**src/rtl/cvita_uart_arbiter.sv**
```systemverilog
// Shares one cvita_uart between NUM_PORTS CHDR control requesters: packet-atomic
// round-robin on the request path, owner-routed and packet-locked response path.
module cvita_uart_arbiter #(
  parameter int NUM_PORTS = 2
) (
  input  logic                    clk,
  input  logic                    rst,
  input  logic [64*NUM_PORTS-1:0] s_tdata,
  input  logic [NUM_PORTS-1:0]    s_tlast,
  input  logic [NUM_PORTS-1:0]    s_tvalid,
  output logic [NUM_PORTS-1:0]    s_tready,
  output logic [63:0]             m_tdata,
  output logic                    m_tlast,
  output logic                    m_tvalid,
  input  logic                    m_tready,
  input  logic [63:0]             r_tdata,
  input  logic                    r_tlast,
  input  logic                    r_tvalid,
  output logic                    r_tready,
  output logic [64*NUM_PORTS-1:0] d_tdata,
  output logic [NUM_PORTS-1:0]    d_tlast,
  output logic [NUM_PORTS-1:0]    d_tvalid,
  input  logic [NUM_PORTS-1:0]    d_tready,
  output logic [NUM_PORTS-1:0]    grant,
  output logic                    busy
);

  localparam int IW = $clog2(NUM_PORTS);

  // state   | meaning
  // S_IDLE  | no owner; scanning for the next valid requester
  // S_BUSY  | gsel owns the UART input until its tlast beat is accepted
  typedef enum logic {S_IDLE, S_BUSY} req_state_t;

  req_state_t    req_state_q, req_state_d;
  logic [IW-1:0] gsel_q, gsel_d;
  logic [IW-1:0] last_grant_q, last_grant_d;
  logic [IW-1:0] last_owner_q, last_owner_d;
  logic [IW-1:0] rsel_q, rsel_d;
  logic          r_mid_q, r_mid_d;

  logic [IW-1:0] scan_sel;
  logic          scan_hit;
  logic [IW-1:0] re;
  int            idx;

  always_ff @(posedge clk or posedge rst) begin
    if (rst) begin
      req_state_q  <= S_IDLE;
      gsel_q       <= '0;
      last_grant_q <= IW'(NUM_PORTS - 1);
      last_owner_q <= '0;
      rsel_q       <= '0;
      r_mid_q      <= 1'b0;
    end else begin
      req_state_q  <= req_state_d;
      gsel_q       <= gsel_d;
      last_grant_q <= last_grant_d;
      last_owner_q <= last_owner_d;
      rsel_q       <= rsel_d;
      r_mid_q      <= r_mid_d;
    end
  end

  // Round-robin scan starting just after the last grant; wrap is explicit so
  // non-power-of-two port counts never index past NUM_PORTS-1.
  always_comb begin
    scan_hit = 1'b0;
    scan_sel = '0;
    idx      = 0;
    for (int i = 1; i <= NUM_PORTS; i++) begin
      idx = int'(last_grant_q) + i;
      if (idx >= NUM_PORTS) idx = idx - NUM_PORTS;
      if (!scan_hit && s_tvalid[idx]) begin
        scan_hit = 1'b1;
        scan_sel = IW'(idx);
      end
    end
  end

  always_comb begin
    req_state_d  = req_state_q;
    gsel_d       = gsel_q;
    last_grant_d = last_grant_q;
    last_owner_d = last_owner_q;
    m_tdata      = '0;
    m_tlast      = 1'b0;
    m_tvalid     = 1'b0;
    s_tready     = '0;
    grant        = '0;
    busy         = 1'b0;
    case (req_state_q)
      S_IDLE: begin
        if (scan_hit) begin
          gsel_d      = scan_sel;
          req_state_d = S_BUSY;
        end
      end
      S_BUSY: begin
        m_tdata          = s_tdata[64*gsel_q +: 64];
        m_tlast          = s_tlast[gsel_q];
        m_tvalid         = s_tvalid[gsel_q];
        s_tready[gsel_q] = m_tready;
        grant[gsel_q]    = 1'b1;
        busy             = 1'b1;
        if (m_tvalid && m_tready && m_tlast) begin
          req_state_d  = S_IDLE;
          last_grant_d = gsel_q;
          last_owner_d = gsel_q;
        end
      end
      default: req_state_d = S_IDLE;
    endcase
  end

  // Response destination is latched on the first beat so a packet never
  // changes port even if a request completes underneath it.
  assign re       = r_mid_q ? rsel_q : last_owner_q;
  assign d_tdata  = {NUM_PORTS{r_tdata}};
  assign d_tlast  = {NUM_PORTS{r_tlast}};

  always_comb begin
    d_tvalid     = '0;
    d_tvalid[re] = r_tvalid & ~rst;
    r_tready     = d_tready[re] & ~rst;
    r_mid_d      = r_mid_q;
    rsel_d       = rsel_q;
    if (r_tvalid && r_tready) begin
      if (r_tlast) begin
        r_mid_d = 1'b0;
      end else begin
        r_mid_d = 1'b1;
        rsel_d  = re;
      end
    end
  end

endmodule
```
**config.mk**
```make
export PLATFORM = sky130hd
export DESIGN_NAME = cvita_uart_arbiter
export DESIGN_NICKNAME = d
export VERILOG_FILES = /design/src/rtl/cvita_uart_arbiter.sv
export SDC_FILE = /design/constraint.sdc
export NUM_CORES = 1
export LEC_CHECK = 0
export ABC_CLOCK_PERIOD_IN_PS = 3000
export BUFFER_PORTS_ARGS = -buffer_cell sky130_fd_sc_hd__buf_4
export CAP_MARGIN = 30
export CELL_PAD_IN_SITES_DETAIL_PLACEMENT = 1
export CELL_PAD_IN_SITES_GLOBAL_PLACEMENT = 2
export CORE_AREA = 2 2 156 158
export CTS_CLUSTER_DIAMETER = 50
export DETAILED_ROUTE_END_ITERATION = 6
export DIE_AREA = 0 0 158 160
export HOLD_SLACK_MARGIN = 0.06
export PLACE_DENSITY_LB_ADDON = 0.1
export SYNTH_ARGS = -nofsm -noshare
export SYNTH_HDL_FRONTEND = slang
export SYNTH_SLANG_ARGS = --single-unit
```
**constraint.sdc**
```tcl
create_clock -name clk -period 3 [get_ports clk]
set_input_delay 0.3 -clock clk [delete_from_list [all_inputs] [get_ports clk]]
set_output_delay 0.3 -clock clk [all_outputs]
set_load 0.03 [all_outputs]
```
==> key figures, run 1 <==
Outcome
  – Status: completed

Placement
  – Port bufs: 214
  – Setup slack at placement: 1.05 ns
  – Post-DP Area: between 0.003 and 0.004 mm^2
  – Post-DP HPWL: approximately 8500 um
  – Placed cells: roughly 720
  – GP Congestion: between 0.6 and 0.7

Timing
  – Total negative slack: 0 ns
  – Slew @ Worst Pin: around 0.81 ns
  – Max_slew headroom: a little under half
  – Clock Skew: between 0.0015 and 0.002 ns
  – Final hold violation count: 0
  – # setup viols final: 0
  – Final Max Slew Viols: 0
  – Crit path time final: between 2 and 2.5 ns
  – Fmax achieved: about 0.48 GHz
  – Setup ws final: 0.905 ns
  – RSZ-0062 raised after global routing: no
  – Final worst-path cycle share: between 60% and 70%

CTS
  – CTS max path bufs: 2
  – Num CTS Buffers: 3
  – Root Driver: clkbuf_16
  – Worst-Skew Late Latency: about 0.23 ns
  – Worst-path clk slew: approximately 0.030 ns
  – CTS tree: built
  – CTS H-tree lvls: 1
  – Clock Sinks: 6
  – Count of cells resized by post-cts repair: 0

Floorplanning
  – Initial Utilization: between 10% and 20%
  – Row Count: 57
  – Core area: between 0.02 and 0.025 mm^2
  – Ports: approximately 410
  – Die area: between 0.02 and 0.03 mm^2
  – Die Wd: ~160 um
  – Die outline height: roughly 160 um

Setup path
  – Worst Path Arrival: 1.80 ns
  – CP Capture Type: output port
  – CP Class: reg -> out
  – CP required: roughly 2.7 ns
  – Crit-path max FO: 47
  – Worst setup SP type: register
  – FF-to-FF path depth: 3

Finish
  – Finished Cell Area: around 0.0036 mm^2
  – Multi-input logic area: approximately 0.0013 mm^2
  – Diodes inserted: 0
  – Final Core Density: between 10% and 20%
  – FILL cells: approximately 2,900
  – Most frequent cells in the layout: 217 x buf_4, 69 x mux2i_1, 67 x nor2b_1, 8 x nand2_1, 4 x nor2_1
  – Commonest non-fill, non-tap cell in the layout: buf_4
  – Layout area overhead: 41.8%
  – Share of cells above drive strength 1: a little under three fifths
  – Nets: approximately 600
  – Register area: around 160 um^2
  – Fin cells: a little over 700

Synth
  – Synth area leaders: buf_4 39%, mux2i_1 27%, nor2b_1 17%
  – Post-synth top area cell: buf_4
  – #FFs+latches synth: 6
  – Synth Instances: 321
  – Syn_nets: between 500 and 600
  – Netlist cell types: 24
  – Mapped Area: around 0.0025 mm^2
  – Seq/Total Area, Yosys: under 10%
  – Area fraction of the dominant cell type after synthesis: 39.1%
  – Syn Area/Cell: approximately 7.9 um^2
  – Synth warn: 0

Min path
  – Hold Path Depth: 2
  – Worst min path class: in -> reg

Global route
  – Vias in the first global route: roughly 2,500
  – First-pass GRT wire length: approximately 14,000 um
  – Largest net degree at the start of global routing: between 40 and 50
  – Overflow after GRT: 0
  – Initial antenna violation count: 0
  – Tot GR Track Use: 7.23%

Routing
  – Vias post-DR: about 2,300
  – Vias per cell: 3.14
  – WL/cell: about 14 um
  – DR iter-0 viols: 63
  – Routed Wire Length: about 10,000 um
  – Residual DRC: 0
  – First-pass iteration count of the detailed router: 3
  – Post-route ant nets: 0

Power and ir drop
  – Power per standard cell area: between 700 and 800 mW/mm^2
  – Lkg Pwr: approximately 1.7 nW
  – Sw Share: a little over half
  – VDD IR max: around 0.21 mV
  – Combinational share of power: between 80% and 90%
  – Net switching power: 1.50 mW
  – Clock power share: 7.9%
  – Sequential Power Share: under 10%
  – Internal: 1.29 mW

Flow run
  – Number of max-cap violations: 0
registers in the layout (all words and copies together), names as in the netlist:
| name | count |
|---|---|
| gsel_q | 1 |
| last_grant_q | 1 |
| last_owner_q | 1 |
| r_mid_q | 1 |
| req_state_q | 1 |
| rsel_q | 1 |
cells in the mapped netlist:
master     number
nor3_1          2
buf_4         132
or3_1           1
dfrtp_1         5
mux2i_2         1
nand2_1         8
nor2b_1        67
inv_1           3
nor2_1          4
mux2i_1        69
and3_1          1
clkbuf_1        7
buf_2           1
a21oi_1         1
nand3b_1        3
dfstp_2         1
nor3b_1         1
o31ai_1         2
o21ai_0         1
buf_6           6
o2bb2ai_1       1
and2_1          1
and3_2          1
nand3_1         2
power by group through the flow:
| stage | combinational (mW) | clock (mW) | sequential (mW) |
|---|---|---|---|
| final | 2.34 | 0.220 | 0.224 |
| after global routing | 2.51 | 0.229 | 0.243 |
| after CTS | 2.40 | 0.224 | 0.237 |
| after detailed placement | 2.39 | 0 | 0.238 |
| after global placement | 2.41 | 0 | 0.237 |
| after floorplan | 1.94 | 0 | 0.133 |
critical path, cell delays in order (launching register included):
cell	delay [ns]
dfrtp_2	0.89
buf_4	0.33
nor2b_1	0.17
buf_4	0.17
layout make-up:
class	instances	share of cell area (%)
Clock buffer	4	2.20
Inverter	3	0.314
Timing Repair Buffer	219	46.2
Sequential cell	6	4.36
Multi-Input combinational cell	166	35.6
Tap cell	324	11.3
worst paths after layout:
check / from / endpoint / slack [ns]
max: req_state_q / m_tdata[7] / 0.90
min: r_tlast / r_mid_q / 0.28
max reg2reg: req_state_q / last_owner_q / 1.17
min reg2reg: last_grant_q / last_grant_q / 0.52
max in group asynchronous: rst / last_grant_q / 2.12
min in group asynchronous: rst / rsel_q / 0.60
cell families after synthesis:
family	count (synthesis)	synth area share, %
flops	6	5.98
simple gates	91	21.4
compound gates	5	1.33
mux	70	27.8
buf+inv	149	43.5
through the flow:
step	hold slack (ns)	power [mW]
3_5_place_dp	0.291	2.63
2_1_floorplan	0.103	2.08
3_3_place_gp	0.300	2.65
6_report	0.284	2.79
5_1_grt	0.299	2.98
4_1_cts	0.288	2.86
metal layers:
layer,track usage [%],up-vias,share of wire [%]
li1,-,1063,-
met1,6.88,1020,33
met2,14.1,127,53
met3,1.95,57,9.9
met4,3.28,0,4.7
met5,0,-,0
repair_timing:
item,in CTS,in global routing
buffers inserted,0,0
hold buffers,1,0
endpoints found under the hold margin,5,0
endpoints found under the setup margin,0,0
Power figures use the tool's default switching activity.
==> inputs of run 2 (changes only) <==
--- a/config.mk
+++ b/config.mk
@@ -5,15 +5,16 @@
 export SDC_FILE = /design/constraint.sdc
 export NUM_CORES = 1
 export LEC_CHECK = 0
-export ABC_CLOCK_PERIOD_IN_PS = 3000
+export ABC_AREA = 1
+export ABC_CLOCK_PERIOD_IN_PS = 1900
 export BUFFER_PORTS_ARGS = -buffer_cell sky130_fd_sc_hd__buf_4
 export CAP_MARGIN = 30
 export CELL_PAD_IN_SITES_DETAIL_PLACEMENT = 1
 export CELL_PAD_IN_SITES_GLOBAL_PLACEMENT = 2
-export CORE_AREA = 2 2 156 158
+export CORE_AREA = 2 2 157 159
 export CTS_CLUSTER_DIAMETER = 50
 export DETAILED_ROUTE_END_ITERATION = 6
-export DIE_AREA = 0 0 158 160
+export DIE_AREA = 0 0 159 161
 export HOLD_SLACK_MARGIN = 0.06
 export PLACE_DENSITY_LB_ADDON = 0.1
 export SYNTH_ARGS = -nofsm -noshare
==> constraint.sdc (replaced) <==
create_clock -name clk -period 1.9 [get_ports clk]
set_input_delay 0.19 -clock clk [delete_from_list [all_inputs] [get_ports clk]]
set_output_delay 0.19 -clock clk [all_outputs]
set_load 0.03 [all_outputs]
==> run 2 against run 1 <==
Compared with the run above: total power grew 87%; area after synthesis decreased by 17%; critical path depth grew 3; clock power is 61% higher; design area down 11%; die area is 1.3% higher; critical endpoint is now m_tdata[0]; highest routed layer unchanged.
==> key figures, run 2 <==
Synth
  – Netlist cell types: 20 (-17%)
  – Most common cell in the netlist: buf_4
  – Post-synth top area cell: buf_4
  – Area fraction of the dominant cell type after synthesis: 46.5% (+7.4 points)
  – Asr flop ratio synth: 100% (unchanged)
  – #FFs+latches synth: 6 (unchanged)
  – Syn Area/Cell: 7.71 um^2 (-2.2%)
  – Synth Instances: 272 (-15%)
  – Mapped Area: 0.00210 mm^2 (-17%)
  – Synth warn: 0 (unchanged)
  – Syn_nets: 475 (-9.4%)
  – Number of synthesized flops with an enable pin: 0 (unchanged)
  – Synth area leaders: buf_4 47%, a22o_1 27%, buf_6 7.0%
  – Main synth FF type: dfrtp_1
  – Seq/Total Area, Yosys: 7.22% (+1.2 points)
  – Synth cell count leaders: 130 x buf_4, 64 x a22o_1, 14 x inv_1, 14 x nand2_1, 13 x buf_6

CTS
  – Clock Sinks: 6 (unchanged)
  – Num CTS Buffers: 3 (unchanged)
  – CTS tree: built
  – CTS H-tree lvls: 1 (unchanged)
  – Worst-path clk slew: 0.03 ns (about the same)
  – Worst-Skew Late Latency: 0.23 ns (about the same)
  – CTS max path bufs: 2 (unchanged)
  – Root Driver: clkbuf_16

Floorplanning
  – Die outline height: 161 um (+0.63%)
  – Row Count: 57 (unchanged)
  – Ports: 407 (unchanged)
  – Die area: 0.0256 mm^2 (+1.3%)
  – Initial Utilization: 8.76% (-1.9 points)
  – Die Wd: 159 um (+0.63%)
  – Core area: 0.0240 mm^2 (+0.60%)

Setup path
  – Worst Path Arrival: 1.62 ns (-0.18 ns)
  – R2R Setup Slk: 0.67 ns (-0.50 ns)
  – FF-to-FF path depth: 5 (+2)
  – CP Capture Type: output port
  – Worst flop-to-flop path endpoint: last_owner_q
  – Worst reg2reg path startpoint: gsel_q
  – Crit-path max FO: 21 (-55%)
  – CP Class: reg -> out
  – Worst setup SP type: register
  – CP required: 1.71 ns (-0.99 ns)

Global route
  – First-pass GRT wire length: 15,100 um (+6.1%)
  – Largest net degree at the start of global routing: 66 (+38%)
  – Overflow after GRT: 0 (unchanged)
  – Vias in the first global route: 2,205 (-12%)
  – Tot GR Track Use: 7.71% (+0.47 points)
  – Initial antenna violation count: 0 (unchanged)

Timing
  – Final worst-path cycle share: between 90 and 100%
  – # setup viols final: 0 (unchanged)
  – Total negative slack: 0 ns (unchanged)
  – Crit path time final: 1.81 ns
  – Slew @ Worst Pin: 0.344 ns (-0.469 ns)
  – Final Max Slew Viols: 0 (unchanged)
  – Hold WS: 0.241 ns (-0.0436 ns)
  – Final hold violation count: 0 (unchanged)
  – Fmax achieved: approximately 0.55 GHz
  – RSZ-0062 raised after global routing: no
  – Clock Skew: 0.00334 ns (+0.00146 ns)
  – Max_slew headroom: 77.1% (+31 points)

Finish
  – Layout area overhead: 51.8%
  – Final Core Density: 13.3% (-1.8 points)
  – Nets: 557 (-7.5%)
  – Most frequent cells in the layout: 216 x buf_4, 64 x a22o_1, 14 x inv_1, 14 x nand2_1, 8 x nand3_1
  – Commonest non-fill, non-tap cell in the layout: buf_4
  – Share of cells above drive strength 1: 65.7% (+8.9 points)
  – Diodes inserted: 0 (unchanged)

Min path
  – Min-Delay Endpoint: gsel_q
  – Hold_sp: s_tvalid[1]
  – Worst min path class: in -> reg
  – Hold Path Depth: 3 (+1)

Outcome
  – Status: completed

Routing
  – Routed Wire Length: 10,700 um (+6.0%)
  – Post-route ant nets: 0 (unchanged)
  – Residual DRC: 0 (unchanged)
  – First-pass iteration count of the detailed router: 3 (unchanged)
  – DR iter-0 viols: 43 (-32%)
  – Vias post-DR: 2,153 (-5.0%)
  – WL/cell: 15.9 um (+13%)
  – Vias per cell: 3.18 (+1.3%)

Placement
  – Post-DP HPWL: 8890 um (+4.4%)
  – Port bufs: 214 (unchanged)
  – GP Congestion: 0.746 (+6.8%)

Power and ir drop
  – Lkg Pwr: 1.66 nW (-3.7%)
  – VDD IR max: 0.465 mV (+120%)
  – Power per standard cell area: 1640 mW/mm^2 (+110%)

Flow run
  – Number of max-cap violations: 0 (unchanged)
run 2: critical path, stage by stage, from the launching register on:
cell,delay [ns]
dfrtp_2,0.44
inv_2,0.17
nor2_4,0.07
buf_12,0.14
buf_12,0.15
a22o_1,0.23
buf_4,0.18
run 2: how the worst max path moves through the flow:
stage,slack [ns],cells past startpoint,from,endpoint
3_5_place_dp,0.14,5,req_state_q,m_tdata[0]
6_report,0.09,6,req_state_q,m_tdata[0]
4_1_cts,0.06,6,req_state_q,m_tdata[0]
2_1_floorplan,0.30,4,req_state_q,m_tdata[54]
3_3_place_gp,0.13,5,req_state_q,m_tdata[0]
5_1_grt,0.04,6,req_state_q,m_tdata[0]
run 2: what timing repair did:
| action | CTS | global route |
|---|---|---|
| hold buffers | 1 | 0 |
| resized for setup | 2 | 0 |
| setup endpoints to repair | 58 | 0 |
| buffers inserted | 2 | 0 |
| hold endpoints to repair | 5 | 0 |
run 2: power by group:
| part | total [mW] | internal [mW] | switching (mW) |
|---|---|---|---|
| clock network | 0.355 | 0.279 | 0.0760 |
| logic | 4.60 | 1.84 | 2.76 |
| registers | 0.267 | 0.196 | 0.0715 |
run 2: cells by family (layout without fill, tap and decap cells):
family,count (synthesis),count (layout),synth area share [%]
compound gates,71,71,28.4
buf+inv,161,242,56.8
simple gates,34,34,7.57
flops,6,6,7.22
run 2: cell type report:
type | count | area [um^2]
fillers | 2917 | 20800
repair buffers | 222 | 1730
inverters | 16 | 60.1
flip-flops and latches | 6 | 154
multi-input cells | 105 | 754
clock buffers | 4 | 78.8
well taps | 324 | 405
run 2: through the flow:
| step | worst slack, ns | power [mW] | cell area [um^2] | cells |
|---|---|---|---|---|
| global placement | 0.128 | 4.93 | 3070 | 670 |
| detailed placement | 0.142 | 4.89 | 3070 | 670 |
| finish | 0.0928 | 5.23 | 3180 | 677 |
| global route | 0.0410 | 5.51 | 3180 | 677 |
| floorplan | 0.301 | 3.69 | 2100 | 272 |
| CTS | 0.0552 | 5.33 | 3180 | 677 |
run 2: routing by layer:
| metal | track usage, % | part of all wire (%) |
|---|---|---|
| met5 | 0 | 0 |
| met4 | 1.57 | 0.91 |
| met3 | 4.06 | 12 |
| met2 | 12.7 | 47 |
| met1 | 8.89 | 40 |
